`config.mk`:
```
export PLATFORM = sky130hd
export DESIGN_NAME = gcd_sched_flat
export DESIGN_NICKNAME = d
export VERILOG_FILES = /design/src/rtl/gcd_sched_if.sv /design/src/rtl/gcd_sched.sv /design/src/flat_wrapper.sv
export SDC_FILE = /design/constraint.sdc
export NUM_CORES = 1
export LEC_CHECK = 0
export ABC_AREA = 1
export BUFFER_PORTS_ARGS = -buffer_cell sky130_fd_sc_hd__buf_2
export CAP_MARGIN = 0
export CORE_UTILIZATION = 42
export DETAILED_ROUTE_END_ITERATION = 8
export MAX_ROUTING_LAYER = met4
export PLACE_DENSITY = 0.81
export SYNTH_ARGS = -nofsm -noshare
export SYNTH_HDL_FRONTEND = slang
export SYNTH_SLANG_ARGS = --single-unit
```
`constraint.sdc`:
```
create_clock -name clk -period 1.4 [get_ports clk]
set_input_delay 0.14 -clock clk [delete_from_list [all_inputs] [get_ports clk]]
set_output_delay 0.14 -clock clk [all_outputs]
set_load 0.005 [all_outputs]
```
`src/rtl/gcd_sched_if.sv`:
```
`default_nettype none
// ---------------------------------------------------------------------------
// gcd_sched_if : requester and core-side signal bundle for gcd_sched (rev 1.0)
// ---------------------------------------------------------------------------
interface gcd_sched_if #(
  parameter int N   = 4,
  parameter int W   = 8,
  parameter int IDW = 2
);
  logic [N-1:0]   req_valid;
  logic [N*W-1:0] req_a;
  logic [N*W-1:0] req_b;
  logic [N-1:0]   req_ack;
  logic           rsp_valid;
  logic [IDW-1:0] rsp_id;
  logic [W-1:0]   rsp_c;
  logic           busy;
  logic [W-1:0]   core_a;
  logic [W-1:0]   core_b;
  logic           core_go;
  logic [W-1:0]   core_c;
  logic           core_done;

  // Environment side: requesters plus the shared gcd core.
  modport master (
    output req_valid, req_a, req_b, core_c, core_done,
    input  req_ack, rsp_valid, rsp_id, rsp_c, busy, core_a, core_b, core_go
  );

  // Scheduler side.
  modport slave (
    input  req_valid, req_a, req_b, core_c, core_done,
    output req_ack, rsp_valid, rsp_id, rsp_c, busy, core_a, core_b, core_go
  );
endinterface
`default_nettype wire

```
`src/rtl/gcd_sched.sv`:
```
`default_nettype none
// ---------------------------------------------------------------------------
// gcd_sched : round-robin sharing of one gcd core among N requesters (rev 1.0)
// Optional: GCD_SCHED_ZERO_BYPASS_EN answers pairs containing a zero locally.
// ---------------------------------------------------------------------------
module gcd_sched #(
  parameter int N   = 4,
  parameter int W   = 8,
  parameter int IDW = 2
) (
  input  wire logic  clk,
  input  wire logic  rst,
  gcd_sched_if.slave bus
);

  typedef enum logic [1:0] {
    S_IDLE  = 2'd0,
    S_ISSUE = 2'd1,
    S_WAIT  = 2'd2,
    S_RESP  = 2'd3
  } state_t;

  localparam logic [IDW-1:0] C_LAST = IDW'(N - 1);
  localparam logic [N-1:0]   C_ONE  = N'(1);

  state_t         r_state;
  logic [IDW-1:0] r_ptr;
  logic [IDW-1:0] r_gnt;
  logic [IDW-1:0] r_rsp_id;
  logic [N-1:0]   r_ack;
  logic           r_rsp_valid;
  logic           r_go;
  logic [W-1:0]   r_rsp_c;
  logic [W-1:0]   r_core_a;
  logic [W-1:0]   r_core_b;

  logic           w_any;
  logic [IDW-1:0] w_gnt;
  logic [W-1:0]   w_a;
  logic [W-1:0]   w_b;

  // Lowest pending index at or above r_ptr wins; otherwise lowest pending overall.
  always_comb begin
    w_any = 1'b0;
    w_gnt = '0;
    for (int i = N - 1; i >= 0; i--) begin
      if (bus.req_valid[i]) begin
        w_any = 1'b1;
        w_gnt = IDW'(i);
      end
    end
    for (int i = N - 1; i >= 0; i--) begin
      if (bus.req_valid[i] && (i >= int'(r_ptr))) begin
        w_gnt = IDW'(i);
      end
    end
  end

  assign w_a = bus.req_a[int'(w_gnt)*W +: W];
  assign w_b = bus.req_b[int'(w_gnt)*W +: W];

  always_ff @(posedge clk) begin
    if (rst) begin
      r_state     <= S_IDLE;
      r_ptr       <= '0;
      r_gnt       <= '0;
      r_rsp_id    <= '0;
      r_ack       <= '0;
      r_rsp_valid <= 1'b0;
      r_go        <= 1'b0;
      r_rsp_c     <= '0;
      r_core_a    <= '0;
      r_core_b    <= '0;
    end else begin
      r_ack       <= '0;
      r_go        <= 1'b0;
      r_rsp_valid <= 1'b0;
      case (r_state)
        S_IDLE: begin
          if (w_any) begin
            r_core_a <= w_a;
            r_core_b <= w_b;
            r_gnt    <= w_gnt;
            r_ack    <= C_ONE << w_gnt;
`ifdef GCD_SCHED_ZERO_BYPASS_EN
            if ((w_a == '0) || (w_b == '0)) begin
              r_rsp_c <= w_a | w_b;
              r_state <= S_RESP;
            end else begin
              r_state <= S_ISSUE;
            end
`else
            r_state  <= S_ISSUE;
`endif
          end
        end
        S_ISSUE: begin
          r_go    <= 1'b1;
          r_state <= S_WAIT;
        end
        S_WAIT: begin
          if (bus.core_done) begin
            r_rsp_c <= bus.core_c;
            r_state <= S_RESP;
          end
        end
        S_RESP: begin
          r_rsp_valid <= 1'b1;
          r_rsp_id    <= r_gnt;
          r_ptr       <= (r_gnt == C_LAST) ? '0 : r_gnt + 1'b1;
          r_state     <= S_IDLE;
        end
        default: r_state <= S_IDLE;
      endcase
    end
  end

  assign bus.req_ack   = r_ack;
  assign bus.rsp_valid = r_rsp_valid;
  assign bus.rsp_id    = r_rsp_id;
  assign bus.rsp_c     = r_rsp_c;
  assign bus.busy      = (r_state != S_IDLE);
  assign bus.core_a    = r_core_a;
  assign bus.core_b    = r_core_b;
  assign bus.core_go   = r_go;

endmodule
`default_nettype wire

```
`src/flat_wrapper.sv`:
```
// flat-port wrapper written by rule: the top's interface ports become plain ports
module gcd_sched_flat 
#(
  parameter int N   = 4,
  parameter int W   = 8,
  parameter int IDW = 2
)
  (clk, rst, bus_req_valid, bus_req_a, bus_req_b, bus_core_c, bus_core_done, bus_req_ack, bus_rsp_valid, bus_rsp_id, bus_rsp_c, bus_busy, bus_core_a, bus_core_b, bus_core_go);
  gcd_sched_if #(.N(N), .W(W), .IDW(IDW)) bus_i ();
  input  wire logic clk;
  input  wire logic rst;
  input wire logic [$bits(bus_i.req_valid)-1:0] bus_req_valid;
  input wire logic [$bits(bus_i.req_a)-1:0] bus_req_a;
  input wire logic [$bits(bus_i.req_b)-1:0] bus_req_b;
  input wire logic [$bits(bus_i.core_c)-1:0] bus_core_c;
  input wire logic [$bits(bus_i.core_done)-1:0] bus_core_done;
  output wire logic [$bits(bus_i.req_ack)-1:0] bus_req_ack;
  output wire logic [$bits(bus_i.rsp_valid)-1:0] bus_rsp_valid;
  output wire logic [$bits(bus_i.rsp_id)-1:0] bus_rsp_id;
  output wire logic [$bits(bus_i.rsp_c)-1:0] bus_rsp_c;
  output wire logic [$bits(bus_i.busy)-1:0] bus_busy;
  output wire logic [$bits(bus_i.core_a)-1:0] bus_core_a;
  output wire logic [$bits(bus_i.core_b)-1:0] bus_core_b;
  output wire logic [$bits(bus_i.core_go)-1:0] bus_core_go;
  assign bus_i.req_valid = bus_req_valid;
  assign bus_i.req_a = bus_req_a;
  assign bus_i.req_b = bus_req_b;
  assign bus_i.core_c = bus_core_c;
  assign bus_i.core_done = bus_core_done;
  assign bus_req_ack = bus_i.req_ack;
  assign bus_rsp_valid = bus_i.rsp_valid;
  assign bus_rsp_id = bus_i.rsp_id;
  assign bus_rsp_c = bus_i.rsp_c;
  assign bus_busy = bus_i.busy;
  assign bus_core_a = bus_i.core_a;
  assign bus_core_b = bus_i.core_b;
  assign bus_core_go = bus_i.core_go;
  gcd_sched #(.N(N), .W(W), .IDW(IDW)) u_core (.clk(clk), .rst(rst), .bus(bus_i));
endmodule
```
[Yosys cells after proc, flatten, opt, wreduce, memory -nomap -nowiden]
Cells that the tools add are included.
Word-level totals
  word-level logic and storage cells: 51
  flip-flop bits (word level): 38
  output and inout bits: 33
Cells by class
  shift operators: 3
  $add $sub $neg: 1
  bitwise operators: 2
  mux-type cells: 17
  reduce and logical (&&, ||, !) cells: 9
  equality and inequality tests: 6
  $lt $le $gt $ge: 3
Operators with widths (number)
  $shiftx A32 B6 Y8: 2
  $mux W2: 10
  $pmux W2 S4: 1
  $eq A2 B2 Y1 const B: 3
  $mux W1: 6
  $reduce_and A2 Y1: 3
  $ge A1 B2 Y1 const A: 2
  $shl A1 B2 Y4 const A: 1
  $logic_and A1 B1 Y1: 3
  $reduce_or A3 Y1: 1
  $add A2 B1 Y2 const B: 1
  $eq A2 B1 Y1 const B: 1
  $ge A2 B2 Y1 const A: 1
  $logic_not A2 Y1: 1
  $ne A2 B1 Y1 const B: 1
  $ne A2 B2 Y1 const B: 1
  $not A1 Y1: 2
  $reduce_bool A2 Y1: 1

[Longest topological paths before layout]
Gate-level depths: netlist of the first run.
  word-level depth: 8
  depth in mapped cells: 12
  gate-level depth less buffers: 11

[Least setup slack after synthesis of the first run]
OpenSTA, ideal clock, no wires.
  path kind: register to register
  start point: register u_core.r_state[0]
  end point: register u_core.r_core_b[5], in the netlist u_core.bus.core_b[5]
  slack: 0.104 ns
  buffers on the path: 1
  cell stages (with the launch flop): 9
  required time: 1.291 ns
  arrival time: 1.187 ns
  library setup time: 0.109 ns
  cell sequence: dfxtp_1 -> inv_1 -> ha_1 -> nand2_1 -> inv_2 -> clkbuf_1 -> nand3_1 -> nand2_1 -> inv_1
On the way
  longest elaborated chain between the ends: 2
RTL lines
  start, declared: line gcd_sched.sv:26  | state_t r_state;
  start signal, assigned: line gcd_sched.sv:64  | r_state <= S_IDLE;
  start signal, assigned: line gcd_sched.sv:93  | r_state <= S_ISSUE;
  start signal, assigned: line gcd_sched.sv:99  | r_state <= S_WAIT;
  $logic_not A2 Y1: line gcd_sched.sv:78  | case (r_state)
  $reduce_and A2 Y1 (no line)
  end signal, assigned: line gcd_sched.sv:82  | r_core_b <= w_b;
  end, declared: line gcd_sched.sv:35  | logic [W-1:0] r_core_b;
No other way between the ends.
A chain may end at the register's enable or synchronous reset.

[Worst setup path after layout of the first run]
  start point: register u_core.r_ptr[0]
  end point: register u_core.r_core_a[2], in the netlist u_core.bus.core_a[2]
On the way
  longest elaborated chain between the ends: 6
  elaborated cells between the ends (all ways): 10
RTL lines
  start, declared: line gcd_sched.sv:27  | logic [IDW-1:0] r_ptr;
  start signal, assigned: line gcd_sched.sv:110  | r_ptr <= (r_gnt == C_LAST) ? '0 : r_gnt + 1'b1;
  $ge A2 B2 Y1: line gcd_sched.sv:53  | if (bus.req_valid[i] && (i >= int'(r_ptr))) begin
  $logic_and A1 B1 Y1: line gcd_sched.sv:53
  $mux W2 (2 in series): line gcd_sched.sv:53
  $mux W2 (*): line gcd_sched.sv:53
  $shiftx A32 B6 Y8 (*): line gcd_sched.sv:59  | assign w_a = bus.req_a[int'(w_gnt)*W +: W];
  end signal, assigned: line gcd_sched.sv:81  | r_core_a <= w_a;
  end, declared: line gcd_sched.sv:34  | logic [W-1:0] r_core_a;
Every way passes the cells marked *; elsewhere a longest branch is shown, timed or not.

==> results of run 1 <==
cell families after synthesis:
family	count (synthesis)	synth area share, %
simple gates	210	40.22
buf+inv	112	19.56
flops	38	33.13
compound gates	19	4.360
fa+ha+maj	5	2.725
state kept, by name (all words and copies together) (netlist names):
signal and cells:
u_core.bus.core_a 8, u_core.bus.core_b 8, u_core.bus.rsp_c 8, u_core.bus.req_ack 4, u_core.bus.rsp_id 2, u_core.r_gnt 2, u_core.r_ptr 2, u_core.r_state 2
u_core.bus.core_go 1, u_core.bus.rsp_valid 1
stage by stage:
stage	instances	hold WS [ps]	total power [uW]	cell area, sq um	TNS (ps)
6_report	568	104.4	4830	3127	0
3_3_place_gp	560	388.0	3808	2964	0
3_5_place_dp	560	400.7	3871	2964	0
5_1_grt	568	95.51	5264	3127	-28.39
4_1_cts	568	98.02	4835	3087	0
2_1_floorplan	384	306.7	3019	2296	0
power breakdown:
group | internal, uW | switching [uW] | leakage (uW)
registers | 1430 | 181 | 0.000314
logic | 1010 | 1280 | 0.00158
clock network | 530 | 394 | 0.0000504
total | 2970 | 1860 | 0.00195
how the worst min path moves through the flow:
| stage | start | end | cells past startpoint |
|---|---|---|---|
| floorplan | bus_core_c[0] | u_core.bus.rsp_c[0]$_SDFFE_PP0P_ | 2 |
| global placement | bus_core_c[2] | u_core.bus.rsp_c[2]$_SDFFE_PP0P_ | 3 |
| detailed placement | bus_core_c[2] | u_core.bus.rsp_c[2]$_SDFFE_PP0P_ | 3 |
| CTS | bus_core_c[2] | u_core.bus.rsp_c[2]$_SDFFE_PP0P_ | 3 |
| global route | bus_core_c[4] | u_core.bus.rsp_c[4]$_SDFFE_PP0P_ | 3 |
| finish | bus_core_c[2] | u_core.bus.rsp_c[2]$_SDFFE_PP0P_ | 3 |
placed cells by master (no fill, tap or decap), drive strengths merged:
master / Yosys / layout
a21oi: 4 / 4
nor2: 61 / 61
nand3: 85 / 85
inv: 95 / 95
a221oi: 1 / 1
buf: 13 / 123
o21ai: 13 / 13
o22ai: 1 / 1
clkinvlp: 0 / 2
nand2: 63 / 63
dfxtp: 38 / 38
clkbuf: 4 / 5
nor3: 1 / 1
ha: 5 / 5
bufinv: 0 / 1
per-layer routing:
metal  vias up  share of wire, %  GRT usage (%)
met1      1139                43          23.29
met5         -                 0              -
met4         0               1.8          8.077
met2        91                49          38.55
met3        12               5.4          4.217
li1       1384                 -              -
Yosys cell counts, drive strengths merged:
master	count
a21oi	4
a221oi	1
buf	13
clkbuf	4
dfxtp	38
ha	5
inv	95
nand2	63
nand3	85
nor2	61
nor3	1
o21ai	13
o22ai	1
repair_timing:
| action | 4_1_cts | 5_1_grt |
|---|---|---|
| pin swaps | 0 | 2 |
| setup endpoints to repair | 3 | 16 |
| hold buffers | 0 | 0 |
| gates resized for setup | 1 | 14 |
worst max-delay path: stages (launching register included):
cell and delay (ps):
dfxtp_2 340, nand2_1 70, nand2_1 80, nand3_1 140
nand3_4 130, buf_4 200, nand3_1 90, nand3_1 80
nand2_1 60, inv_1 30
layout make-up:
class / count / area, sq um / area share [%]
Clock buffer: 5 / 68.82 / 2.201
Clock inverter: 3 / 45.04 / 1.441
Inverter: 95 / 361.6 / 11.56
Multi-Input combinational cell: 234 / 1107 / 35.41
Sequential cell: 38 / 765.7 / 24.49
Tap cell: 70 / 87.58 / 2.801
Timing Repair Buffer: 123 / 690.7 / 22.09
==> run metrics, run 1 <==
status complete, no violations; DRC errors left 0; launch point of the worst reg-to-reg path u_core.r_ptr[0]$_SDFFE_PP0P_; period utilization slightly above 90%; post-placement setup slack around 5.6 ps; syn_nets roughly 470; yosys synthesis warning count 0; crit path from u_core.r_ptr[0]$_SDFFE_PP0P_; CTS HTree Levels 2; Slew HR between 70% and 80%; Pwr Density around 1500 nW/um^2; Port Buf Inserts between 100 and 150; Syn Inst Count 384; Crit Path Max Fanout 8; first-pass GRT wire length between 10000 and 15000 um; Tmin final 1302 ps; post-DR wirelength/cell approximately 10 um; crit path kind reg -> reg; P_leak 0.001947 uW; Worst Setup End Kind register; Post-DP HPWL around 4400 um; Yosys reg bits 38; antenna fix cells 0; Worst R2R Path Depth 9; clk_skew about 4.7 ps; Clock Latency Late Sink 290 ps; Die Span Y about 76 um; mapped cell area 2296 sq um; CTS root buffer clkbuf_8; clock buffer count from CTS 5; Post-CTS Setup Repair Bufs 0; R2R Path End u_core.bus.core_a[2]$_SDFFE_PP0P_; worst slew pin tran roughly 380 ps; Hold Vio Cnt, Final 0; Slew Limit Fails 0; Syn Area/Cell 5.979 sq um; I/O pin count around 110; clk sinks 38; crit path DAT ~1500 ps; nets approximately 580; Setup WS post-layout slightly below 100 ps; fmax 0.7681 GHz; via count 2626; Congestion Overflow GR 0; startpoint class of the critical path register; post-synthesis sequential area ratio roughly a third; flop2flop setup slack 100 ps; layout cell share with drive strength beyond 1 between 20% and 30%; drt initial violations about 130; # rows 26; Synth top area share between 30% and 40%; die area 5766 sq um; leading area contributor after synthesis dfxtp_1; Detailed Route WL approximately 5900 um; final core occ between 60% and 70%; Die X 75.94 um; synth-to-layout area growth 36.19%; Unique masters post-synth 22; largest net degree at the start of global routing 34; all-layer global routing usage 21.46%; core footprint 5172 sq um; ANT nets after route 0; VDD IR max 709.3 uV; TritonCTS clock tree yes; Worst Hold Class in -> reg; Final setup viols 0; drt first pass iters 4; fillcell total 503; Max Cap Viol 0; Clk pin slew, worst setup/hold paths 80 ps; WP data required between 1500 and 2000 ps; GP Congestion around 0.8; top post-synthesis cells by area dfxtp_1, nand3_1, inv_1; number of global-route vias before repair approximately 2400; clock tree buffer depth 2; vias per cell about 4.6; CP endpoint u_core.bus.core_a[2]$_SDFFE_PP0P_; initial antenna violation count 0; Starting Density ~44%
No activity file was read; power rests on OpenSTA's default activity.
==> inputs of run 2 (changes only) <==
--- a/config.mk
+++ b/config.mk
@@ -11,7 +11,7 @@
 export CORE_UTILIZATION = 42
 export DETAILED_ROUTE_END_ITERATION = 8
 export MAX_ROUTING_LAYER = met4
-export PLACE_DENSITY = 0.81
+export PLACE_DENSITY = 0.77
 export SYNTH_ARGS = -nofsm -noshare
 export SYNTH_HDL_FRONTEND = slang
 export SYNTH_SLANG_ARGS = --single-unit
==> run metrics, run 2 (synthesis results as in run 1) <==
period utilization a little over nine tenths; commonest non-fill, non-tap cell in the layout buf_2; post-DR wirelength/cell roughly 10 um; worst slew pin tran ~430 ps; initial antenna violation count 0; all-layer global routing usage about a fifth; Starting Density between 40% and 50%; clk_skew between 4 and 5 ps; synth-to-layout area growth 40.65%; die area 5766 sq um; post-route cell area 3229 sq um; largest net degree at the start of global routing 29; Die Span Y about 76 um; crit path DAT 1530 ps; fillcell total about 500; WP data required roughly 1600 ps; first-pass GRT wire length approximately 9500 um; Clock Latency Late Sink 290 ps; P_leak 0.001995 uW; Port Buf Inserts roughly 110; Worst Hold Class in -> reg; VDD IR max between 700 and 800 uV; antenna fix cells 0; nets between 500 and 600; drt first pass iters 4; fmax about 0.75 GHz; CTS root buffer clkbuf_8; core footprint ~5200 sq um; Tmin final roughly 1300 ps; Placed Cells about 560; ANT nets after route 0; register area between 700 and 800 sq um; GP Congestion 0.8044; Post-DP HPWL ~4200 um; clk sinks 38; Clk pin slew, worst setup/hold paths 80 ps; placed cell areas between 2000 and 3000 sq um; # rows 26; status complete, no violations; Final setup viols 0; Congestion Overflow GR 0; final std cells w/o fill 573; via count around 2600; CTS HTree Levels 2; clock tree buffer depth 2; I/O pin count roughly 110; Slew Limit Fails 0; startpoint class of the critical path register; layout cell share with drive strength beyond 1 between 30% and 40%; Slew HR 71.51%; Max Cap Viol 0; TritonCTS clock tree yes; Pwr Density 1536 nW/um^2; most frequent cells in the layout buf_2, inv_1, nand3_1; crit path kind reg -> reg; DRC errors left 0; Die X about 76 um; Crit Path Max Fanout 10; Worst Setup End Kind register; vias per cell 4.565; drt initial violations 136; CTS Hold Bufs 0; number of global-route vias before repair ~2200; Hold Vio Cnt, Final 0; clock buffer count from CTS 5; Detailed Route WL slightly below 6000 um; area of the multi-input gates between 1000 and 1500 sq um
run 2: layout make-up:
type,instances,share of cell area [%]
Clock buffer,5,2.131
Timing Repair Buffer,128,23.98
Sequential cell,38,23.87
Multi-Input combinational cell,234,34.72
Clock inverter,3,1.395
Inverter,95,11.20
Tap cell,70,2.712
run 2: timing repair:
| item | CTS | global route |
|---|---|---|
| buffers inserted | 0 | 2 |
| setup endpoints to repair | 0 | 28 |
| resized for setup | 0 | 22 |
run 2: through the flow:
step,hold WS (ps),util (%),worst slack (ps),power (uW),TNS (ps)
6_report,98.39,62.43,61.46,4960,0
5_1_grt,91.31,62.43,-21.11,5379,-123.1
4_1_cts,90.86,59.89,57.32,4806,0
3_5_place_dp,403.1,57.69,69.45,3846,0
3_3_place_gp,394.3,57.69,95.02,3799,0
2_1_floorplan,306.7,-,103.6,3019,0
run 2: critical path, cell delays in order (launching register included):
cell and delay (ps):
dfxtp_4 370, nor3_4 210, inv_4 90, nand2_8 110, clkbuf_16 160, nand2_1 50
nand3_1 70, nand3_1 70, nand2_1 60, inv_1 30
run 2: final timing paths:
kind / start / to / slack, ps / cells past startpoint
worst min-delay path: bus_core_c[1] / u_core.bus.rsp_c[1]$_SDFFE_PP0P_ / 100 / 3
worst max register to register: u_core.r_ptr[0]$_SDFFE_PP0P_ / u_core.bus.core_a[3]$_SDFFE_PP0P_ / 60 / 9
worst max-delay path: u_core.r_ptr[0]$_SDFFE_PP0P_ / u_core.bus.core_a[3]$_SDFFE_PP0P_ / 60 / 9
worst min register to register: u_core.bus.rsp_c[7]$_SDFFE_PP0P_ / u_core.bus.rsp_c[7]$_SDFFE_PP0P_ / 490 / 2
run 2: where the power goes:
part           switching [uW]  internal, uW  leakage, uW
sequential                189          1430     0.000315
combinational            1310          1080      0.00163
clock                     420           530    0.0000504
total                    1920          3040      0.00199
run 2: per-layer routing:
metal,up-vias,routed length [um],GRT usage [%]
li1,1392,-,-
met3,2,423,4.699
met2,108,2883,34.09
met5,-,0,-
met1,1114,2623,25.15
met4,0,27,7.115
